### src/rtl/io_fabric.sv
// Memory-mapped I/O fabric: mask-decoded peripheral slots with per-slot wait states,
// a registered read-data mux and a control/status window (slot enables, sticky bus error).
module io_fabric #(
  parameter int NUM_SLOTS  = 4,
  parameter int ADDR_WIDTH = 16,
  parameter int DATA_WIDTH = 8,
  // Slot 0 sits in the LSBs, so these lists read slot 3 first.
  parameter logic [NUM_SLOTS*ADDR_WIDTH-1:0] SLOT_BASE = {16'hD010, 16'hD000, 16'h0000, 16'hE000},
  parameter logic [NUM_SLOTS*ADDR_WIDTH-1:0] SLOT_MASK = {16'hFFFE, 16'hFFF8, 16'hE000, 16'hE000},
  parameter logic [NUM_SLOTS*4-1:0]          SLOT_WAIT = {4'd1, 4'd2, 4'd0, 4'd0},
  parameter logic [ADDR_WIDTH-1:0]           CTRL_ADDR = 16'hD0F0,
  parameter logic [7:0]                      OPEN_BUS  = 8'hA5
) (
  input  logic                            CLK,
  input  logic                            RESET,
  input  logic [ADDR_WIDTH-1:0]           A,
  input  logic [DATA_WIDTH-1:0]           DI,
  input  logic                            R_W_n,
  input  logic                            VALID,
  input  logic [NUM_SLOTS*DATA_WIDTH-1:0] SLOT_DO,
  output logic [NUM_SLOTS-1:0]            SEL,
  output logic                            WR_STB,
  output logic [DATA_WIDTH-1:0]           DO,
  output logic                            RDY,
  output logic                            BUS_ERR
);

  localparam int EW = (ADDR_WIDTH < 16) ? ADDR_WIDTH : 16;

  typedef enum logic {IDLE, WAIT} state_t;

  state_t                  state, state_next;
  logic [3:0]              cnt, cnt_next;
  logic                    accept, done;

  logic                    ctrl_hit, found;
  logic [NUM_SLOTS-1:0]    dec_sel;
  logic [3:0]              dec_wait;

  logic [ADDR_WIDTH-1:0]   lat_addr;
  logic [NUM_SLOTS-1:0]    lat_wdata;
  logic                    lat_read;
  logic                    lat_ctrl;

  logic [NUM_SLOTS-1:0]    enable;
  logic [ADDR_WIDTH-1:0]   err_addr;
  logic [15:0]             err_ext;
  logic [DATA_WIDTH-1:0]   ctrl_rd, slot_rd;
  logic                    unused_di;

  assign unused_di = ^DI;
  assign ctrl_hit  = (A[ADDR_WIDTH-1:2] == CTRL_ADDR[ADDR_WIDTH-1:2]);
  assign err_ext   = 16'(err_addr[EW-1:0]);

  // Lowest-index enabled slot wins; the control window shadows every slot.
  always_comb begin
    dec_sel  = '0;
    dec_wait = '0;
    found    = 1'b0;
    if (!ctrl_hit) begin
      for (int i = 0; i < NUM_SLOTS; i++) begin
        if (!found && enable[i] &&
            ((A & SLOT_MASK[i*ADDR_WIDTH +: ADDR_WIDTH]) == SLOT_BASE[i*ADDR_WIDTH +: ADDR_WIDTH])) begin
          found      = 1'b1;
          dec_sel[i] = 1'b1;
          dec_wait   = SLOT_WAIT[i*4 +: 4];
        end
      end
    end
  end

  always_ff @(posedge CLK or posedge RESET) begin
    if (RESET) begin
      state <= IDLE;
      cnt   <= '0;
    end else begin
      state <= state_next;
      cnt   <= cnt_next;
    end
  end

  // The completion cycle also samples VALID so requests can run back-to-back.
  always_comb begin
    state_next = state;
    cnt_next   = cnt;
    accept     = 1'b0;
    done       = 1'b0;
    case (state)
      IDLE: begin
        if (VALID) begin
          accept     = 1'b1;
          state_next = WAIT;
          cnt_next   = dec_wait;
        end
      end
      WAIT: begin
        if (cnt != 4'd0) begin
          cnt_next = cnt - 4'd1;
        end else begin
          done = 1'b1;
          if (VALID) begin
            accept   = 1'b1;
            cnt_next = dec_wait;
          end else begin
            state_next = IDLE;
          end
        end
      end
      default: state_next = IDLE;
    endcase
  end

  assign RDY    = done;
  assign WR_STB = done && !lat_read && (SEL != '0);

  always_comb begin
    slot_rd = '0;
    for (int i = 0; i < NUM_SLOTS; i++) begin
      if (SEL[i]) slot_rd = slot_rd | SLOT_DO[i*DATA_WIDTH +: DATA_WIDTH];
    end
  end

  always_comb begin
    ctrl_rd = '0;
    case (lat_addr[1:0])
      2'd0:    ctrl_rd[NUM_SLOTS-1:0] = enable;
      2'd1:    ctrl_rd[0] = BUS_ERR;
      2'd2:    ctrl_rd[7:0] = err_ext[7:0];
      default: ctrl_rd[7:0] = err_ext[15:8];
    endcase
  end

  always_ff @(posedge CLK or posedge RESET) begin
    if (RESET) begin
      SEL       <= '0;
      DO        <= '0;
      BUS_ERR   <= 1'b0;
      err_addr  <= '0;
      enable    <= '1;
      lat_addr  <= '0;
      lat_wdata <= '0;
      lat_read  <= 1'b0;
      lat_ctrl  <= 1'b0;
    end else begin
      if (accept) begin
        SEL       <= dec_sel;
        lat_addr  <= A;
        lat_wdata <= DI[NUM_SLOTS-1:0];
        lat_read  <= R_W_n;
        lat_ctrl  <= ctrl_hit;
      end else if (done) begin
        SEL <= '0;
      end
      if (done) begin
        if (lat_ctrl) begin
          if (lat_read) begin
            DO <= ctrl_rd;
          end else begin
            case (lat_addr[1:0])
              2'd0: enable <= lat_wdata;
              2'd1: begin
                if (lat_wdata[0]) begin
                  BUS_ERR  <= 1'b0;
                  err_addr <= '0;
                end
              end
              default: ;
            endcase
          end
        end else if (SEL != '0) begin
          if (lat_read) DO <= slot_rd;
        end else begin
          // Unmapped: first error address is kept until software clears it.
          if (lat_read) DO <= DATA_WIDTH'(OPEN_BUS);
          if (!BUS_ERR) begin
            BUS_ERR  <= 1'b1;
            err_addr <= lat_addr;
          end
        end
      end
    end
  end

endmodule
### config.mk
export PLATFORM = sky130hd
export DESIGN_NAME = io_fabric
export DESIGN_NICKNAME = d
export VERILOG_FILES = /design/src/rtl/io_fabric.sv
export SDC_FILE = /design/constraint.sdc
export NUM_CORES = 1
export LEC_CHECK = 0
export CAP_MARGIN = 20
export CORE_MARGIN = 10
export CORE_UTILIZATION = 40
export CTS_BUF_LIST = sky130_fd_sc_hd__clkbuf_2 sky130_fd_sc_hd__clkbuf_4 sky130_fd_sc_hd__clkbuf_8
export DETAILED_ROUTE_END_ITERATION = 10
export PLACE_DENSITY = 0.68
export SYNTH_ARGS = -nofsm -noshare
export SYNTH_HDL_FRONTEND = slang
export SYNTH_SLANG_ARGS = --single-unit
### constraint.sdc
create_clock -name CLK -period 4.4 [get_ports CLK]
set_clock_uncertainty 0.15 [all_clocks]
set_input_delay 1.32 -clock CLK [delete_from_list [all_inputs] [get_ports CLK]]
set_output_delay 1.32 -clock CLK [all_outputs]
set_load 0.01 [all_outputs]
==> results of run 1 <==
logic make-up after synthesis:
family | synth area share, %
AOI/OAI and AO/OA | 18.05
and+or+nand+nor | 11.15
adders and majority gates | 0.4424
DFF | 53.27
muxes | 13.76
buffers and inverters | 3.319
power by group through the flow:
stage / clock network, mW / registers [mW] / logic, mW
floorplan: 0 / 0.681 / 0.154
global placement: 0 / 0.695 / 0.290
detailed placement: 0 / 0.700 / 0.295
CTS: 0.489 / 0.689 / 0.296
global route: 0.516 / 0.702 / 0.322
finish: 0.477 / 0.688 / 0.290
sequential cells by signal (all words and copies together) (netlist names):
register,flops
state,1
enable,4
lat_wdata,4
lat_ctrl,1
SEL,4
lat_read,1
err_addr,16
cnt,4
BUS_ERR,1
lat_addr,16
DO,8
worst min-delay path by stage:
stage / start / end
finish: DO[7] / DO[7]
global route: DO[2] / DO[2]
CTS: DO[7] / DO[7]
detailed placement: DO[7] / DO[7]
global placement: DO[7] / DO[7]
floorplan: lat_wdata[3] / lat_wdata[3]
worst reg2reg max path: stages (launching register included):
cell and delay [ps]:
dfrtp_1 540, or4_4 620, or3_1 360, a21o_1 360, a22o_1 320
metal layers:
metal	vias up	GRT usage (%)	part of all wire, %
li1	1049	-	-
met4	0	3.579	1.0
met1	1135	17.39	44
met2	46	22.57	51
met5	-	0	0
met3	9	4.709	4.4
final cells by class:
cell class              instances  area [um^2]  share of cell area, %
clock buffers                  10        137.6                  3.612
inverters                       7        26.28                 0.6897
flip-flops and latches         60         1506                  39.54
multi-input cells             161         1231                  32.32
clock inverters                 5        52.55                  1.379
repair buffers                 73        735.7                  19.31
well taps                      96        120.1                  3.153
cells in the mapped netlist, types with 3 or more instances:
| master | n | area (um^2) |
|---|---|---|
| mux2_2 | 12 | 135.1 |
| inv_1 | 5 | 18.77 |
| o21ai_0 | 6 | 30.03 |
| a22oi_1 | 16 | 120.1 |
| clkbuf_1 | 11 | 41.29 |
| nand2b_1 | 4 | 25.02 |
| nand3b_1 | 3 | 22.52 |
| a21o_1 | 3 | 22.52 |
| o21ai_1 | 9 | 45.04 |
| buf_2 | 3 | 15.01 |
| nand3_1 | 5 | 25.02 |
| nand2_1 | 16 | 60.06 |
| dfrtp_1 | 56 | 1401 |
| nor3_1 | 4 | 20.02 |
| mux2_1 | 17 | 191.4 |
| a22o_1 | 16 | 140.1 |
| dfstp_2 | 4 | 105.1 |
| nor2_1 | 8 | 30.03 |
| mux2i_1 | 4 | 40.04 |
through the flow:
step                area (um^2)  util (%)  setup WS [ps]  hold slack, ps  instances
CTS                        3810     55.77          550.2           339.6        412
finish                     3810     55.77          575.4           334.7        412
detailed placement         3620     52.99          927.2           324.4        397
global placement           3620     52.99          920.7           315.8        397
global route               3810     55.77          365.7           359.9        412
floorplan                  2828         -           1452           310.2        243
==> impl_metrics.sql, run 1 <==
INSERT INTO impl_metrics (metric_group, metric, value, unit) VALUES
('route', 'detail_route.iter0.violations', '146', ''),
('clocking', 'clock_tree.htree_level_count', '3', ''),
('layout', 'layout.nets', '373', ''),
('die', 'floorplan.die.height', '104.1', 'um'),
('layout', 'layout.cells.most_common', 'clkdlybuf4s50_1', ''),
('power_and_ir_drop', 'seq_power_share', '47.3', '%'),
('placed_design', 'detailed_placer_s_ending_hpwl', '5499', 'um'),
('yosys', 'synth_enable_flop_cells', '0', ''),
('layout', 'most-common-layout-cells', 'clkdlybuf4s50_1 (70), dfrtp_1 (56), mux2_1 (17)', ''),
('layout', 'filler_cell_count', '601', ''),
('global_route', 'grt_max_degree', '61', ''),
('sta', 'fin_crit', '3825', 'ps'),
('sta', 'max_freq', '0.2615', 'GHz'),
('route', 'drt-pass1-iter-count', '5', ''),
('yosys', 'synth_ff_type', 'dfrtp_1', ''),
('placed_design', 'placement.io_buffers', '70', ''),
('setup_path', 'reg2reg_depth', '4', ''),
('die', 'dieWidth', '104.1', 'um'),
('setup_path', 'critical_path_cell_count', '6', ''),
('die', 'core-area', '6832', 'um^2'),
('global_route', 'grt_pass1_wl', '12110', 'um'),
('clocking', 'postCtsHoldBufs', '0', ''),
('setup_path', 'crit_path_max_incr_delay', '590', 'ps'),
('clocking', 'cts.repair.resized', '0', ''),
('clocking', 'inserted_clock_buffers', '9', ''),
('yosys', 'syn_inst', '243', ''),
('setup_path', 'reg_to_reg_end', 'err_addr[8]', ''),
('worst_hold_path', 'hold_path_depth', '2', ''),
('yosys', 'synth.cell_area', '2828', 'um^2'),
('setup_path', 'timing_worst_setup_path_type', 'flip-flop to primary output', ''),
('power_and_ir_drop', 'cellLeakagePower', '1.624', 'nW'),
('global_route', 'globalRoute.totalOverflow', '0', ''),
('setup_path', 'delay_heaviest_family_cp', 'simple AND/OR/NAND/NOR gates', ''),
('sta', 'timing_max_transition_violations_final', '0', ''),
('yosys', 'post_synthesis_sequential_area_ratio', '53.27', '%'),
('die', 'floorplan.die_area', '10830', 'um^2'),
('sta', 'tightest_slew', '610.4', 'ps'),
('clocking', 'clk_latency', '330', 'ps'),
('setup_path', 'worst_setup_path_endpoint', 'WR_STB', ''),
('power_and_ir_drop', 'clkPwrFrac', '32.8', '%'),
('global_route', 'grt_antenna_before_repair', '0', ''),
('power_and_ir_drop', 'total_switching_power', '0.3906', 'mW'),
('layout', 'layout-area-overhead-vs-synth', '34.73', '%'),
('die', 'initial_core_util', '41.39', '%'),
('setup_path', 'rrSetupSlack', '1950', 'ps'),
('global_route', 'grt_pass1_vias', '2283', ''),
('clocking', 'clk_pin_slew_worst_paths', '70', 'ps'),
('route', 'viasPerCell', '5.434', ''),
('power_and_ir_drop', 'share_comb_of_total_power', '20.0', '%'),
('clocking', 'postCtsSetupBuffers', '0', ''),
('sta', 'timing.setup.tns', '0', 'ps'),
('setup_path', 'path_max_fanout', '5', ''),
('power_and_ir_drop', 'power-per-cell-area', '382.0', 'nW/um^2'),
('setup_path', 'critPathCaptureType', 'primary output', ''),
('clocking', 'tritoncts_clock_tree', 'built', ''),
('setup_path', 'worstPathRequired', '2930', 'ps'),
('yosys', 'distinct_cell_type_count_after_synthesis', '47', ''),
('global_route', 'grt_use_total', '13.96', '%'),
('yosys', 'yosys_warnings', '0', ''),
('run_status', 'status', 'completed', ''),
('clocking', 'clockRootBuffer', 'clkbuf_8', ''),
('route', 'postRouteWirelength', '7313', 'um'),
('route', 'wl_per_cell', '17.75', 'um'),
('sta', 'setup_violations', '0', ''),
('yosys', 'synth_async_sr_flop_share', '100.0', '%'),
('clocking', 'numClockSinks', '60', ''),
('sta', 'final-hold-violation-count', '0', ''),
('layout', 'post_route_cells_drive_above_1_share', '14.24', '%'),
('worst_hold_path', 'holdCritPathClass', 'flip-flop to flip-flop', ''),
('setup_path', 'number_of_buffer_and_inverter_instances_along_the_worst_setup_path', '2', ''),
('yosys', 'postSynthAreaPerCell', '11.64', 'um^2');
(Power assumes the default switching activity.)
==> inputs of run 2 (changes only) <==
--- a/config.mk
+++ b/config.mk
@@ -6,7 +6,6 @@
 export NUM_CORES = 1
 export LEC_CHECK = 0
 export CAP_MARGIN = 20
-export CORE_MARGIN = 10
 export CORE_UTILIZATION = 40
 export CTS_BUF_LIST = sky130_fd_sc_hd__clkbuf_2 sky130_fd_sc_hd__clkbuf_4 sky130_fd_sc_hd__clkbuf_8
 export DETAILED_ROUTE_END_ITERATION = 10
==> impl_metrics.sql, run 2 (synthesized netlist as in run 1, its figures left out) <==
INSERT INTO impl_metrics (metric_group, metric, value, unit) VALUES
('worst_hold_path', 'holdCritPathClass', 'flip-flop to flip-flop', ''),
('route', 'viasPerCell', '5.336', ''),
('setup_path', 'crit_path_max_incr_delay', '580', 'ps'),
('run', 'drv.max_cap_violation_count', '0', ''),
('power_and_ir_drop', 'cellLeakagePower', '1.656', 'nW'),
('sta', 'final-hold-violation-count', '0', ''),
('sta', 'max_freq', '0.2608', 'GHz'),
('setup_path', 'worstPathRequired', '2930', 'ps'),
('setup_path', 'critPathCaptureType', 'primary output', ''),
('worst_hold_path', 'timing.hold.worst.start', 'DO[7]', ''),
('layout', 'finish.cell_count_without_fillers', '414', ''),
('global_route', 'grt_pass1_vias', '2199', ''),
('worst_hold_path', 'min_to', 'DO[7]', ''),
('setup_path', 'crit_chain', 'inv_1, ha_1, nor3b_1, nand2_1, nor3_1, clkdlybuf4s50_1', ''),
('placed_design', 'detailed_placer_s_ending_hpwl', '4958', 'um'),
('setup_path', 'worst_path_max_delay_cell', 'clkdlybuf4s50_1', ''),
('route', 'dr_total_vias', '2209', ''),
('placed_design', 'globalplace.congestion', '0.7697', ''),
('layout', 'num_antenna_cells', '0', ''),
('sta', 'grt_setup_unrepaired', 'false', ''),
('setup_path', 'startpoint_type', 'flip-flop', ''),
('clocking', 'postCtsHoldBufs', '0', ''),
('layout', 'post_route_cells_drive_above_1_share', '14.78', '%'),
('setup_path', 'rrSetupSlack', '1920', 'ps'),
('route', 'postRouteWirelength', '6671', 'um'),
('die', 'dieWidth', '86.08', 'um'),
('layout', 'most-common-layout-cells', 'clkdlybuf4s50_1 (70), dfrtp_1 (56), mux2_1 (17)', ''),
('die', 'initial_core_util', '41.62', '%'),
('layout', 'layout.cells.most_common', 'clkdlybuf4s50_1', ''),
('route', 'detail_route.iter0.violations', '90', ''),
('power_and_ir_drop', 'vdd_drop_max', '0.2164', 'mV'),
('route', 'drc_viols', '0', ''),
('route', 'drt-pass1-iter-count', '4', ''),
('route', 'ant_nets', '0', ''),
('setup_path', 'reg2reg_depth', '4', ''),
('sta', 'timing.setup.tns', '0', 'ps'),
('setup_path', 'reg_to_reg_end', 'err_addr[14]', ''),
('sta', 'slew_headroom', '48.28', '%'),
('sta', 'tightest_slew', '775.7', 'ps'),
('die', 'io-pin-count', '75', ''),
('clocking', 'inserted_clock_buffers', '9', ''),
('power_and_ir_drop', 'power-per-cell-area', '411.1', 'nW/um^2'),
('placed_design', 'placedCellCount', '398', ''),
('die', 'floorplan.die_area', '7410', 'um^2'),
('layout', 'filler_cell_count', '603', ''),
('setup_path', 'path_max_fanout', '5', ''),
('setup_path', 'timing.rr.start', 'SEL[1]', ''),
('global_route', 'grt_max_degree', '31', ''),
('sta', 'fin_crit', '3834', 'ps'),
('die', 'core-area', '6794', 'um^2'),
('run_status', 'status', 'completed', ''),
('clocking', 'numClockSinks', '60', ''),
('clocking', 'tritoncts_clock_tree', 'built', ''),
('setup_path', 'timing_worst_setup_path_type', 'flip-flop to primary output', ''),
('global_route', 'grt_antenna_before_repair', '0', ''),
('clocking', 'cts.repair.resized', '0', ''),
('global_route', 'grt_use_total', '20.07', '%'),
('route', 'wl_per_cell', '16.11', 'um'),
('clocking', 'postCtsSetupBuffers', '0', ''),
('global_route', 'globalRoute.totalOverflow', '0', ''),
('clocking', 'clockRootBuffer', 'clkbuf_8', ''),
('clocking', 'ctsLongestPathBuffers', '2', ''),
('die', 'floorplan.die.height', '86.08', 'um'),
('layout', 'largest_registers', 'err_addr x16, lat_addr x16, DO x8', ''),
('setup_path', 'timing.critical_path.arrival', '2360', 'ps'),
('clocking', 'clk_latency', '330', 'ps'),
('sta', 'finalCritPeriodShare', '87.14', '%'),
('clocking', 'clk_pin_slew_worst_paths', '60', 'ps'),
('sta', 'timing_max_transition_violations_final', '0', ''),
('placed_design', 'placement.io_buffers', '70', ''),
('layout', 'layout.nets', '374', ''),
('sta', 'setup_violations', '0', ''),
('layout', 'layout-area-overhead-vs-synth', '36.81', '%'),
('worst_hold_path', 'hold_path_depth', '2', ''),
('clocking', 'clock_tree.htree_level_count', '3', ''),
('global_route', 'grt_pass1_wl', '11190', 'um'),
('die', 'floorplan.rows', '30', '');
[run 2: per-stage QoR]
stage                     area (um^2)  setup slack (ps)  power [mW]  hold WS, ps  util, %
after global routing             3869             409.8       1.665        348.0    56.94
after global placement           3615             956.2      0.9795        318.1    53.20
after detailed placement         3615             910.8      0.9886        325.9    53.20
final                            3869             565.7       1.590        336.9    56.94
after floorplan                  2828              1452      0.8348        310.2        -
after CTS                        3869             530.5       1.613        339.8    56.94
[run 2: area by class of cell]
type / instances / area, um^2 / share of cell area, %
Inverter: 7 / 26.28 / 0.6792
Timing Repair Buffer: 74 / 730.7 / 18.89
Multi-Input combinational cell: 161 / 1231 / 31.82
Tap cell: 96 / 120.1 / 3.105
Clock inverter: 4 / 95.09 / 2.458
Sequential cell: 60 / 1506 / 38.94
Clock buffer: 12 / 158.9 / 4.107
[run 2: report_power, final]
part | leakage (nW) | total, mW | switching (mW) | internal (mW)
logic | 0.773 | 0.285 | 0.117 | 0.168
clock network | 0.130 | 0.618 | 0.205 | 0.413
registers | 0.753 | 0.688 | 0.0622 | 0.626
total | 1.66 | 1.59 | 0.384 | 1.21
[run 2: metal layers]
metal	vias up	part of all wire, %	global-route usage, %
li1	1057	-	-
met1	1076	45	27.34
met2	68	49	32.25
met3	8	4.5	4.716
met4	0	0.88	5.455
met5	-	0	0
[run 2: how the worst max path moves through the flow]
stage,from,slack (ps),cells past startpoint,endpoint
after floorplan,RESET,1450,1,BUS_ERR
after global placement,cnt[0],960,6,WR_STB
after detailed placement,cnt[0],910,6,WR_STB
after CTS,cnt[0],530,6,WR_STB
after global routing,cnt[0],410,6,WR_STB
final,cnt[0],570,6,WR_STB
[run 2: critical path: cells and delay by family (launching register included)]
| kind | cells | cell delay (ps) |
|---|---|---|
| and+or+nand+nor | 3 | 790 |
| buffers and inverters | 2 | 650 |
| adders and majority gates | 1 | 180 |
| DFF | 1 | 420 |
==> inputs of run 3 (changes only) <==
--- a/config.mk
+++ b/config.mk
@@ -5,10 +5,10 @@
 export SDC_FILE = /design/constraint.sdc
 export NUM_CORES = 1
 export LEC_CHECK = 0
-export CAP_MARGIN = 20
 export CORE_UTILIZATION = 40
 export CTS_BUF_LIST = sky130_fd_sc_hd__clkbuf_2 sky130_fd_sc_hd__clkbuf_4 sky130_fd_sc_hd__clkbuf_8
 export DETAILED_ROUTE_END_ITERATION = 10
+export GPL_ROUTABILITY_DRIVEN = 1
 export PLACE_DENSITY = 0.68
 export SYNTH_ARGS = -nofsm -noshare
 export SYNTH_HDL_FRONTEND = slang
==> results of run 3 <==
No change in the layout: final DEF, timing and power equal those of run 2.
